$ cat src/rtl/vga_pkg.sv
// vga_pkg
// Shared 640x480 @ 60 Hz timing constants for the VGA timing generator,
// plus a small decode helper used for the sync windows.
//   CW        : width of the horizontal and vertical counters
//   H_* / V_* : visible, front porch, sync, back porch and total lengths
//               (pixels per line / lines per frame)
package vga_pkg;

  localparam int CW = 10;

  localparam int H_VISIBLE = 640;
  localparam int H_FP      = 16;
  localparam int H_SYNC    = 96;
  localparam int H_BP      = 48;
  localparam int H_TOTAL   = H_VISIBLE + H_FP + H_SYNC + H_BP;

  localparam int V_VISIBLE = 480;
  localparam int V_FP      = 10;
  localparam int V_SYNC    = 2;
  localparam int V_BP      = 33;
  localparam int V_TOTAL   = V_VISIBLE + V_FP + V_SYNC + V_BP;

  // True when value lies in [lo, lo+len). The counter is widened to int so the
  // comparison against the integer bounds is unsigned-safe and width-clean.
  function automatic logic in_window(input logic [CW-1:0] value,
                                     input int lo,
                                     input int len);
    return (int'(value) >= lo) && (int'(value) < (lo + len));
  endfunction

endpackage

$ cat src/rtl/vga_timing_gen_wrap_counter.sv
// wrap_counter
// Modulo-N up counter with a count enable. wrap is high on the enabled cycle
// in which the counter sits at MODULUS-1, i.e. the cycle it returns to 0.
// Ports:
//   clk   : clock
//   reset : synchronous, active-high; clears the count
//   en    : advance the count on this clock edge
//   count : current count, 0..MODULUS-1
//   wrap  : combinational, en && count == MODULUS-1
module wrap_counter
  import vga_pkg::*;
#(
  parameter int WIDTH   = CW,
  parameter int MODULUS = H_TOTAL
) (
  input  logic             clk,
  input  logic             reset,
  input  logic             en,
  output logic [WIDTH-1:0] count,
  output logic             wrap
);

  localparam logic [WIDTH-1:0] LAST = WIDTH'(MODULUS - 1);

  // Wrap is qualified by en so that a cascaded counter driven from it only
  // sees one pulse per full revolution of this counter.
  assign wrap = en && (count == LAST);

  // Count register: jump straight back to 0 from the last value so no
  // out-of-range value is ever visible.
  always_ff @(posedge clk) begin
    if (reset) begin
      count <= '0;
    end else if (en) begin
      count <= wrap ? '0 : count + 1'b1;
    end
  end

endmodule

$ cat src/rtl/vga_timing_gen.sv
// vga_timing_gen
// Generates 640x480 VGA timing from a 50 MHz clock using a half-rate pixel
// enable, and registers pixel colour, syncs and blanking in a single output
// stage so all of them describe the same (hc,vc) position.
// Ports:
//   Clk                       : 50 MHz system clock
//   Reset                     : synchronous, active-high
//   Red_in/Green_in/Blue_in   : colour for the current DrawX/DrawY
//   DrawX/DrawY               : live horizontal/vertical counters
//   VGA_R/VGA_G/VGA_B         : registered colour, forced to 0 outside the visible area
//   VGA_HS/VGA_VS             : registered active-low syncs
//   VGA_BLANK_N               : registered, high in the visible area
//   VGA_SYNC_N                : constant 0
//   VGA_CLK                   : 25 MHz pixel clock (the pixel enable itself)
//   frame_start               : one-Clk strobe when (hc,vc) wraps to (0,0)
// The timing parameters default to the standard mode from vga_pkg; they are
// exposed so a reduced geometry can be elaborated for short simulations.
module vga_timing_gen
  import vga_pkg::*;
#(
  parameter int H_VIS   = H_VISIBLE,
  parameter int H_FRONT = H_FP,
  parameter int H_SYN   = H_SYNC,
  parameter int H_BACK  = H_TOTAL - H_VISIBLE - H_FP - H_SYNC,
  parameter int V_VIS   = V_VISIBLE,
  parameter int V_FRONT = V_FP,
  parameter int V_SYN   = V_SYNC,
  parameter int V_BACK  = V_TOTAL - V_VISIBLE - V_FP - V_SYNC
) (
  input  logic          Clk,
  input  logic          Reset,
  input  logic [7:0]    Red_in,
  input  logic [7:0]    Green_in,
  input  logic [7:0]    Blue_in,
  output logic [CW-1:0] DrawX,
  output logic [CW-1:0] DrawY,
  output logic [7:0]    VGA_R,
  output logic [7:0]    VGA_G,
  output logic [7:0]    VGA_B,
  output logic          VGA_HS,
  output logic          VGA_VS,
  output logic          VGA_BLANK_N,
  output logic          VGA_SYNC_N,
  output logic          VGA_CLK,
  output logic          frame_start
);

  localparam int H_TOT = H_VIS + H_FRONT + H_SYN + H_BACK;
  localparam int V_TOT = V_VIS + V_FRONT + V_SYN + V_BACK;

  logic          pix_en;
  logic [CW-1:0] hc;
  logic [CW-1:0] vc;
  logic          h_wrap;
  logic          v_wrap;
  logic          visible;
  logic          hs_active;
  logic          vs_active;

  // Pixel enable: 0 during reset, so the first edge after release raises it
  // and the second edge is the first one that advances the counters.
  always_ff @(posedge Clk) begin
    if (Reset) begin
      pix_en <= 1'b0;
    end else begin
      pix_en <= ~pix_en;
    end
  end

  wrap_counter #(
    .WIDTH  (CW),
    .MODULUS(H_TOT)
  ) u_hcount (
    .clk  (Clk),
    .reset(Reset),
    .en   (pix_en),
    .count(hc),
    .wrap (h_wrap)
  );

  // The vertical counter advances only on the horizontal wrap, so at the last
  // pixel of the frame both counters return to 0 on the same edge and
  // v_wrap marks exactly that edge.
  wrap_counter #(
    .WIDTH  (CW),
    .MODULUS(V_TOT)
  ) u_vcount (
    .clk  (Clk),
    .reset(Reset),
    .en   (h_wrap),
    .count(vc),
    .wrap (v_wrap)
  );

  // Decode of the current (pre-advance) position; the output stage captures
  // it together with the colour that belongs to the same pixel.
  always_comb begin
    visible   = (int'(hc) < H_VIS) && (int'(vc) < V_VIS);
    hs_active = in_window(hc, H_VIS + H_FRONT, H_SYN);
    vs_active = in_window(vc, V_VIS + V_FRONT, V_SYN);
  end

  // Output stage. Everything except frame_start holds between pixel enables;
  // frame_start is a single-Clk strobe, so it is refreshed on every edge.
  always_ff @(posedge Clk) begin
    if (Reset) begin
      VGA_R       <= 8'h00;
      VGA_G       <= 8'h00;
      VGA_B       <= 8'h00;
      VGA_HS      <= 1'b1;
      VGA_VS      <= 1'b1;
      VGA_BLANK_N <= 1'b0;
      frame_start <= 1'b0;
    end else begin
      frame_start <= v_wrap;
      if (pix_en) begin
        VGA_R       <= visible ? Red_in   : 8'h00;
        VGA_G       <= visible ? Green_in : 8'h00;
        VGA_B       <= visible ? Blue_in  : 8'h00;
        VGA_HS      <= ~hs_active;
        VGA_VS      <= ~vs_active;
        VGA_BLANK_N <= visible;
      end
    end
  end

  assign DrawX      = hc;
  assign DrawY      = vc;
  assign VGA_CLK    = pix_en;
  assign VGA_SYNC_N = 1'b0;

endmodule

$ cat config.mk
export PLATFORM = sky130hd
export DESIGN_NAME = vga_timing_gen
export DESIGN_NICKNAME = d
export VERILOG_FILES = /design/src/rtl/vga_pkg.sv /design/src/rtl/vga_timing_gen_wrap_counter.sv /design/src/rtl/vga_timing_gen.sv
export SDC_FILE = /design/constraint.sdc
export NUM_CORES = 1
export LEC_CHECK = 0
export ABC_AREA = 1
export BUFFER_PORTS_ARGS = -buffer_cell sky130_fd_sc_hd__buf_2
export CAP_MARGIN = 20
export CORE_MARGIN = 2
export CORE_UTILIZATION = 35
export CTS_CLUSTER_SIZE = 25
export DETAILED_ROUTE_END_ITERATION = 10
export GPL_TIMING_DRIVEN = 0
export PLACE_DENSITY = 0.71
export SLEW_MARGIN = 20
export SYNTH_ARGS = -nofsm -noshare
export SYNTH_HDL_FRONTEND = slang
export SYNTH_HIERARCHICAL = 1
export SYNTH_SLANG_ARGS = --single-unit
$ cat constraint.sdc
create_clock -name Clk -period 4.7 [get_ports Clk]
set_clock_uncertainty 0.2 [all_clocks]
set_input_delay 0.705 -clock Clk [delete_from_list [all_inputs] [get_ports Clk]]
set_output_delay 0.705 -clock Clk [all_outputs]
set_load 0.01 [all_outputs]
# Yosys cells after proc, flatten, opt, wreduce, memory -nomap -nowiden
# Cells that the tools add are included.
# word_totals
elab_cells	33
regBits	49
input_bits	26
# classes
add_sub_neg	2
n_lt_le_gt_ge	6
muxes	5
bitwise_logic	3
eq_ne	2
n_reduce_logical	5
# ops
operator	n
$mux 8	3
$add 10x1->10 const B	2
$eq 10x10->1 const B	2
$lt 10x10->1 const B	2
$lt 10x9->1 const B	2
$mux 10	2
$ge 10x10->1 const B	1
$ge 10x9->1 const B	1
$logic_and 1x1->1	5
$not 1->1	3

# Longest topological paths before layout
# depth
word_depth	4
mapped_depth	12

# Hierarchy
# Netlist, hierarchy kept.
# modules_own_cells
mod	area_per_inst_um2	cells_each	seq_area_each_um2	n_inst
vga_timing_gen	1174.9	146	580.6	1
wrap_counter (u_vcount)	540.5	76	200.2	1
wrap_counter (u_hcount)	531.8	72	200.2	1

# Worst setup path after synthesis
# No wires, ideal clock.
# synth_timing
path_type	reg2reg
startpoint	register u_hcount.count[0]
endpoint	register u_vcount.count[5]
setup_time_ns	0.115
path_buffers	0
required_time_ns	4.385
arrival_ns	1.499
synth_period_minus_slack_ns	1.814
path_stages_with_launch	13
slack_ns	2.886
path_cell_list	dfxtp_1 > ha_1 > nand2_1 > nor2_4 > inv_2 > nor2_4 > nand2_1 > inv_1 > nand3_1 > nor2_1 > nor2_1 > nand2_1 > nor2_1
# synth_via
elab_chain_len	4
# synth_rtl
item	line_no	rtl
start, declared	vga_timing_gen_wrap_counter.sv:19	output logic [WIDTH-1:0] count,
start signal, assigned	vga_timing_gen_wrap_counter.sv:35	count <= wrap ? '0 : count + 1'b1;
$eq 10x10->1	vga_timing_gen_wrap_counter.sv:27	assign wrap = en && (count == LAST);
$logic_and 1x1->1	vga_timing_gen_wrap_counter.sv:27	
via h_wrap	vga_timing_gen.sv:54	logic h_wrap;
$logic_and 1x1->1	vga_timing_gen_wrap_counter.sv:27	
via v_wrap	vga_timing_gen.sv:55	logic v_wrap;
$mux 10	vga_timing_gen_wrap_counter.sv:35	
end signal, assigned	vga_timing_gen_wrap_counter.sv:35	
end, declared	vga_timing_gen_wrap_counter.sv:19	
# The timed path passes the listed nets, and every way through them passes these cells.
# A chain may end at the register's enable or synchronous reset.

# Final worst setup path
# layout_timing
startpoint	register u_hcount.count[0]
endpoint	register u_vcount.count[1]
# layout_via
elab_chain_len	4
# layout_rtl
item	line_no
$eq 10x10->1 *	vga_timing_gen_wrap_counter.sv:27
$logic_and 1x1->1 *	vga_timing_gen_wrap_counter.sv:27
via h_wrap	vga_timing_gen.sv:54
$logic_and 1x1->1	vga_timing_gen_wrap_counter.sv:27
$mux 10	vga_timing_gen_wrap_counter.sv:35
# The timed path passes the listed nets; every way through them passes the cells marked *.

==> flow_summary.ini <==
[global_routing]
grt_pass1_vias = 1735
grt_max_degree = 16
gr-usage-all-layers = 0.139
grt_overflow = 0
antenna_found_initial = 0
grt_pass1_wl_mm = 8.12

[clocking]
post_cts_buffers = 0
clockRootBuffer = clkbuf_8
hold_buffers = 0
clkLatencyLatePin_ns = 0.30
cts_made_buffers = 5
clk_path_buf_depth = 2
numClockSinks = 49
cts_tree = built
post_cts_resized = 0
path_clk_slew_ns = 0.09
htree_levels = 2

[synth]
yosys_warnings = 6
synth_top_area_frac = 0.437
synth_cells = 294
ys_top_cells_by_area = dfxtp_1 44%, nand2_1 15%, nand3_1 6.2%
synthDistinctLibCells = 27
yosys.area.top_type = dfxtp_1
ys_seq_area_frac = 0.437
syn_area_um2 = 2250
synth-seq-cells = 49
synth_area_per_cell_um2 = 7.64
synth_fp_nets = 323

[route]
ant_nets = 0
drtIter0Drc = 107
wl_mm = 4.92
via_per_inst = 4.49
vias = 2033
drc = 0
dr.pass1.iters = 4
wl_per_cell_um = 10.9

[worst_setup_path]
crit_arrival_ns = 1.95
crit_path_end_kind = flip-flop
startpoint_type = flip-flop
critical_path_class = flip-flop to flip-flop
worst_path_max_delay_cell = dfxtp_1
path_max_fanout = 7
max_stage_delay_ns = 0.39
r2r_setup_slack_ns = 2.74
cp_cell_sequence = ha_1 -> nand2_1 -> nor2_4 -> inv_2 -> nor2_4 -> nand2_1 -> inv_1 -> nand3_1 -> o21ai_2 -> o21ai_0
cp.required_ns = 4.69

[sta]
min_period_ns = 1.96
setup_tns_ns = 0
slew_violations = 0
setup_ws_ns = 2.74
rsz0062_at_grt = no
setup_viol = 0
fin_crit_sh = 0.418
clock.fmax_mhz = 509
hold_viol = 0

[die]
coreArea_um2 = 6280
die_w_um = 84.1
start_util = 0.358
chipHeight_um = 84.1
dieArea_um2 = 7080
pin_count = 76
std_cell_rows = 29

[placement]
dpl_worst_slack_ns = 2.73
gp_congestion = 0.808
dpl_cell_area_um2 = 2710
portBuffers = 74
dp_hpwl_mm = 3.72

[final_layout]
finalInstanceArea_um2 = 2800
multiInputGateArea_um2 = 1070
syn_to_final_growth_pct = 24.6
n_antenna_cell = 0
fill_cells = 659
drive_gt1_frac = 0.322
layout.nets = 404
seqCellArea_um2 = 981

[power]
peakVddDrop_v = 0.000122
seqPwrFrac = 0.578
switching_share = 0.256
intPower_w = 0.000566
p_leak_nw = 1.41
power.switching_w = 0.000194
combPwrFrac = 0.097
power_density_nw_per_um2 = 272
p_clk_frac = 0.326

[outcome]
status = finished clean

[worst_hold_path]
min_path_type = flip-flop to flip-flop

[flow_run]
cap_violations = 0
[worst max-delay path: cells and delay by family (launching register included)]
kind                       cells  cell delay (ns)
adders and majority gates      1             0.19
buffers and inverters          2             0.14
and+or+nand+nor                5             0.60
AOI/OAI and AO/OA              2             0.34
DFF                            1             0.39
[path summary, 6_finish.rpt]
check,start,end,cells after the start
max,u_hcount/count[0]$_SDFFE_PP0P_,u_vcount/count[1]$_SDFFE_PP0P_,10
min,VGA_B[4]$_SDFFE_PP0P_,VGA_B[4]$_SDFFE_PP0P_,2
max reg2reg,u_hcount/count[0]$_SDFFE_PP0P_,u_vcount/count[1]$_SDFFE_PP0P_,10
min reg2reg,VGA_B[4]$_SDFFE_PP0P_,VGA_B[4]$_SDFFE_PP0P_,2
[stage by stage]
step | hold slack [ns] | utilization | instances | total power [W]
5_1_grt | 0.268 | 0.446 | 453 | 0.000799
3_5_place_dp | 0.235 | 0.432 | 445 | 0.000524
6_report | 0.255 | 0.446 | 453 | 0.000760
3_3_place_gp | 0.231 | 0.432 | 445 | 0.000522
2_1_floorplan | 0.273 | - | 294 | 0.000488
4_1_cts | 0.255 | 0.446 | 453 | 0.000776
[layer usage]
layer / wire length [µm] / share of wire / global-route usage / vias to the layer above
met5: 0 / 0 / 0 / -
met4: 44 / 0.0089 / 0.0308 / 0
met3: 278 / 0.057 / 0.0396 / 6
met2: 2320 / 0.47 / 0.225 / 49
met1: 2270 / 0.46 / 0.184 / 905
li1: - / - / - / 1073
[power by group through the flow]
stage	logic (W)	registers, W	clock network, W
final	0.0000737	0.000439	0.000247
after global routing	0.0000821	0.000441	0.000275
after CTS	0.0000752	0.000439	0.000261
after detailed placement	0.0000750	0.000449	0
after global placement	0.0000738	0.000448	0
after floorplan	0.0000323	0.000456	0
[sequential cells by signal, summed over array words and instances, names as in the netlist]
signal          flops
VGA_B               8
VGA_R               8
VGA_HS              1
u_hcount/count     10
VGA_G               8
VGA_BLANK_N         1
VGA_VS              1
VGA_CLK             1
u_vcount/count     10
frame_start         1
[final cells by class]
cell class              instances  share of cell area
clock inverters                 3             0.00626
multi-input cells             207               0.384
plain buffers                   8              0.0282
flip-flops and latches         49               0.350
well taps                      77              0.0344
clock buffers                   5              0.0246
repair buffers                 74               0.132
inverters                      30              0.0402
[layout by cell type, fill, tap and decap left out, types with 3 or more instances in the layout]
cell type,instances
nor2_4,7
nor2_1,34
o21ai_0,5
nand4_1,3
buf_2,76
nand3_1,28
dfxtp_1,49
ha_1,3
o21ai_2,3
nand2_2,5
xnor2_1,3
nand3_2,11
nand2_1,89
xor2_1,4
buf_6,3
inv_1,28
clkbuf_8,5
a21oi_1,3
[cell usage after synthesis, drive strengths merged]
library cell  count
buf               8
dfxtp            49
nand3            39
ha                3
conb              1
a21oi             3
xor2              4
nor2             44
inv              30
or2               2
o21ai             9
a21o              1
a211oi            1
xnor2             3
nand4             3
nand2            94
[kinds of logic (layout without fill, tap and decap cells)]
kind of cell / count (synthesis) / count (layout) / synth area share
buffers and inverters: 38 / 120 / 0.0852
adders and majority gates: 3 / 3 / 0.0167
DFF: 49 / 49 / 0.437
AOI/OAI and AO/OA: 14 / 14 / 0.0384
and+or+nand+nor: 182 / 182 / 0.394
xor gates and xnor gates: 7 / 7 / 0.0273
other: 1 / 1 / 0.00167
Note: power is estimated with default switching activity, not from simulation.
